[src/rtl/mag_timer.sv]
// Cook-time countdown: 4-digit BCD MM:SS loaded from the keypad, decremented once per prescaler tick while mag_on.
// Optional +30 s button logic is compiled in with MAG_TIMER_ADD30_EN.
module mag_timer #(
   parameter int TICK_DIV = 100,
   parameter int PRE_W    = 7
) (
   input  logic       clk,
   input  logic       rst,
   input  logic       mag_on,
   input  logic       Nclear,
   input  logic       key_valid,
   input  logic [3:0] key,
   input  logic       add30,
   output logic [3:0] min_t,
   output logic [3:0] min_u,
   output logic [3:0] sec_t,
   output logic [3:0] sec_u,
   output logic       time_over,
   output logic       done
);

   logic [PRE_W-1:0] pre, pre_n;
   logic [3:0]       mt_n, mu_n, st_n, su_n;
   logic [3:0]       d_mt, d_mu, d_st, d_su;
   logic             tick, done_n, to_n, key_ok;

   assign tick   = mag_on && !time_over && (pre == PRE_W'(TICK_DIV - 1));
   assign key_ok = key_valid && !mag_on && (key <= 4'd9);

   // BCD decrement with borrow; the borrow only ripples past digits that are zero
   always_comb begin
      d_mt = min_t;
      d_mu = min_u;
      d_st = sec_t;
      d_su = sec_u;
      if (sec_u != 4'd0) begin
         d_su = sec_u - 4'd1;
      end else begin
         d_su = 4'd9;
         if (sec_t != 4'd0) begin
            d_st = sec_t - 4'd1;
         end else begin
            d_st = 4'd5;
            if (min_u != 4'd0) begin
               d_mu = min_u - 4'd1;
            end else begin
               d_mu = 4'd9;
               d_mt = min_t - 4'd1;
            end
         end
      end
   end

`ifdef MAG_TIMER_ADD30_EN
   logic [3:0] a_st, a_mu, a_mt;
   logic       a_c1, a_c2, a_sat;

   always_comb begin
      a_st = sec_t + 4'd3;
      a_c1 = (a_st >= 4'd6);
      if (a_c1) a_st = a_st - 4'd6;
      a_mu = min_u + {3'b000, a_c1};
      a_c2 = (a_mu == 4'd10);
      if (a_c2) a_mu = 4'd0;
      a_mt = min_t + {3'b000, a_c2};
      a_sat = (a_mt == 4'd10);
   end
`else
   logic unused_add30;
   assign unused_add30 = add30;
`endif

   always_comb begin
      mt_n   = min_t;
      mu_n   = min_u;
      st_n   = sec_t;
      su_n   = sec_u;
      pre_n  = pre;
      done_n = 1'b0;
      // prescaler holds while paused so a resumed cook keeps its fractional second
      if (time_over)
         pre_n = '0;
      else if (mag_on)
         pre_n = tick ? '0 : pre + PRE_W'(1);

      if (!Nclear) begin
         mt_n  = 4'd0;
         mu_n  = 4'd0;
         st_n  = 4'd0;
         su_n  = 4'd0;
         pre_n = '0;
      end else if (key_ok) begin
         mt_n = min_u;
         mu_n = sec_t;
         st_n = sec_u;
         su_n = key;
`ifdef MAG_TIMER_ADD30_EN
      end else if (add30) begin
         if (a_sat) begin
            mt_n = 4'd9;
            mu_n = 4'd9;
            st_n = 4'd5;
            su_n = 4'd9;
         end else begin
            mt_n = a_mt;
            mu_n = a_mu;
            st_n = a_st;
         end
`endif
      end else if (tick) begin
         mt_n   = d_mt;
         mu_n   = d_mu;
         st_n   = d_st;
         su_n   = d_su;
         done_n = ({d_mt, d_mu, d_st, d_su} == 16'h0000);
      end
      to_n = ({mt_n, mu_n, st_n, su_n} == 16'h0000);
   end

   always_ff @(posedge clk or posedge rst) begin
      if (rst) begin
         min_t     <= 4'd0;
         min_u     <= 4'd0;
         sec_t     <= 4'd0;
         sec_u     <= 4'd0;
         pre       <= '0;
         done      <= 1'b0;
         time_over <= 1'b1;
      end else begin
         min_t     <= mt_n;
         min_u     <= mu_n;
         sec_t     <= st_n;
         sec_u     <= su_n;
         pre       <= pre_n;
         done      <= done_n;
         time_over <= to_n;
      end
   end

endmodule

[config.mk]
export PLATFORM = sky130hd
export DESIGN_NAME = mag_timer
export DESIGN_NICKNAME = d
export VERILOG_FILES = /design/src/rtl/mag_timer.sv
export SDC_FILE = /design/constraint.sdc
export NUM_CORES = 1
export LEC_CHECK = 0
export ABC_AREA = 1
export BUFFER_PORTS_ARGS = -buffer_cell sky130_fd_sc_hd__buf_2
export CAP_MARGIN = 0
export CORE_MARGIN = 4
export CORE_UTILIZATION = 50
export DETAILED_ROUTE_END_ITERATION = 12
export PLACE_DENSITY = 0.72
export SLEW_MARGIN = 10
export SYNTH_ARGS = -nofsm -noshare
export SYNTH_HDL_FRONTEND = slang
export SYNTH_SLANG_ARGS = --single-unit
[constraint.sdc]
create_clock -name clk -period 2.1 [get_ports clk]
set_input_delay 0.42 -clock clk [delete_from_list [all_inputs] [get_ports clk]]
set_output_delay 0.42 -clock clk [all_outputs]
set_load 0.02 [all_outputs]
==> flow_summary.ini <==
[run_status]
status = completed

[die]
die_h_um = 67.5
io-pin-count = 28
dieArea_mm2 = 0.00456
core-area_mm2 = 0.00339
die_width_um = 67.5
initial_utilization = 0.523
fp-row-count = 21

[setup_path]
cp.arrival_ns = 2.06
crit_start = sec_u[0]
cp.required_ns = 2.35
critPathLaunchType = register
cp_max_fo = 13
endpoint_kind = register
path_class = reg -> reg
rr_startpoint = sec_u[0]

[final_layout]
stdcell_count = 349
drive_gt1_frac = 0.158
diodes = 0
fin_nets = 316
areaGrowthSynthToFinish_pct = 11.9
fillCellCount = 333

[hold_path]
min_path_type = in -> async

[clocking]
insertion_delay_ns = 0.33
cts_resized = 0
root_buffer = clkbuf_4
cts_buffers = 3
clkTransAtPathRegs_ns = 0.15
cts_tree = built
postCtsHoldBufs = 0
cts_buffer_depth = 2
cts.sinks = 25
cts_setup_buffers = 0
htreeDepth = 1

[global_routing]
grt_use_total = 0.187
grt_max_degree = 24
antenna_found_initial = 0
first_global_vias = 1577
grt_overflow = 0
grt_first_pass_wirelength_um = 6600

[synth]
seq_area_frac_synth = 0.354
syn_avg_cell_area_um2 = 6.47
synth-async-reset-ratio = 1.00
yosysWarnings = 0
yosys_most_used_dff = dfrtp_1
synth.distinct_cells = 28
synth_edf_count = 0
synth_area_leaders = dfrtp_1, nand2_1, inv_1, o21ai_0, nand3_1
synth_top_cell_area_share = 0.339
yosys.area.top_type = dfrtp_1
yosysMostFrequentCell = nand2_1
synth_commonest_cells = nand2_1, inv_1, dfrtp_1
ys_ff_latch = 25
syn_area_mm2 = 0.00177
synth_nets = 286
synthCells = 274

[routing]
viasPerCell = 4.95
drc = 0
routed_wl_um = 3800
first_iter_violations = 76
antenna_left = 0
via_count = 1728
dr.pass1.iters = 4
wl_per_cell_um = 10.9

[placed_design]
io_buffers = 26
routabilityCongestion = 0.912
hpwl_um = 2960
dp.cells = 345

[flow_run]
drv_cap = 0

[power_and_ir_drop]
p_leak_nw = 1.22
cellPowerDensity_mw_per_mm2 = 541
ir_drop_uv = 265

[timing]
drv_slew = 0
setup-violations-final = 0
worst_slew_margin_rel = 0.696
finClkSkew_ns = 0.0103
setup-tns-final_ns = 0
hold_viol_final = 0
rsz0062_at_grt = false
whs_ns = 0.0667
worstMarginPinSlew_ns = 0.452
fin_crit_ns = 1.82
finalCritPeriodShare = 0.865
fmax_ghz = 0.550
registers in the layout (all words and copies together), names as in the netlist:
signal and count:
min_u 4, min_t 4, pre 7, sec_u 4, sec_t 4, done 1
time_over 1
through the flow:
| step | power [mW] | setup WS, ns | utilization | cell area, um^2 |
|---|---|---|---|---|
| 2_1_floorplan | 0.779 | 0.481 | - | 1770 |
| 3_3_place_gp | 0.861 | 0.339 | 0.577 | 1960 |
| 3_5_place_dp | 0.862 | 0.313 | 0.577 | 1960 |
| 4_1_cts | 1.08 | 0.287 | 0.585 | 1980 |
| 5_1_grt | 1.15 | 0.111 | 0.585 | 1980 |
| 6_report | 1.07 | 0.283 | 0.585 | 1980 |
per-layer routing:
| layer | part of all wire | global-route usage |
|---|---|---|
| met1 | 0.47 | 0.238 |
| met2 | 0.47 | 0.315 |
| met3 | 0.051 | 0.0300 |
| met4 | 0.011 | 0.0734 |
| met5 | 0 | 0 |
power breakdown:
part,total (mW),switching [mW],internal [mW],leakage (nW)
sequential,0.538,0.0303,0.508,0.338
combinational,0.314,0.208,0.106,0.869
clock,0.221,0.150,0.0714,0.0177
total,1.07,0.388,0.685,1.22
cells by family after synthesis:
| kind of cell | count (synthesis) | share of synthesized area |
|---|---|---|
| and+or+nand+nor | 135 | 0.321 |
| xor gates and xnor gates | 4 | 0.0198 |
| AOI/OAI and AO/OA | 45 | 0.145 |
| buffers and inverters | 63 | 0.146 |
| adders and majority gates | 2 | 0.0141 |
| DFF | 25 | 0.354 |
worst max-delay path, cell delays in order (launching register included):
cell	delay, ns
dfrtp_1	0.46
inv_1	0.09
nand2_1	0.06
nor2_2	0.09
buf_4	0.19
nand2_1	0.10
nand2_1	0.06
o21ai_0	0.11
nor4_1	0.32
nor3b_1	0.25
final timing paths:
path	endpoint	slack [ns]	cells after the start
worst max-delay path	done	0.28	9
worst min-delay path	pre[6]	0.07	2
worst max register to register	done	0.28	9
worst min register to register	pre[1]	0.54	2
max in group asynchronous	min_u[1]	1.46	3
min in group clk	sec_u[1]	0.44	5
cell type report:
type	instances	area, um^2	area share
Timing Repair Buffer	32	175	0.0883
Clock inverter	1	5.00	0.00252
Inverter	56	210	0.106
Multi-Input combinational cell	186	887	0.447
Tap cell	46	57.6	0.0290
Clock buffer	3	22.5	0.0113
Sequential cell	25	627	0.316
cell usage in the layout, fill, tap and decap left out, types with 4 or more instances in the layout:
| master | netlist | layout |
|---|---|---|
| nand2_1 | 82 | 82 |
| inv_1 | 52 | 52 |
| buf_2 | 0 | 26 |
| dfrtp_1 | 24 | 24 |
| o21ai_0 | 23 | 23 |
| nor2_1 | 20 | 20 |
| nand3_1 | 17 | 17 |
| nand4_1 | 6 | 6 |
| a21oi_1 | 6 | 6 |
| buf_4 | 2 | 6 |
| inv_2 | 4 | 4 |
| xor2_1 | 4 | 4 |
| o21ai_1 | 4 | 4 |
| a21oi_2 | 4 | 4 |
Note: power is estimated with default switching activity, not from simulation.
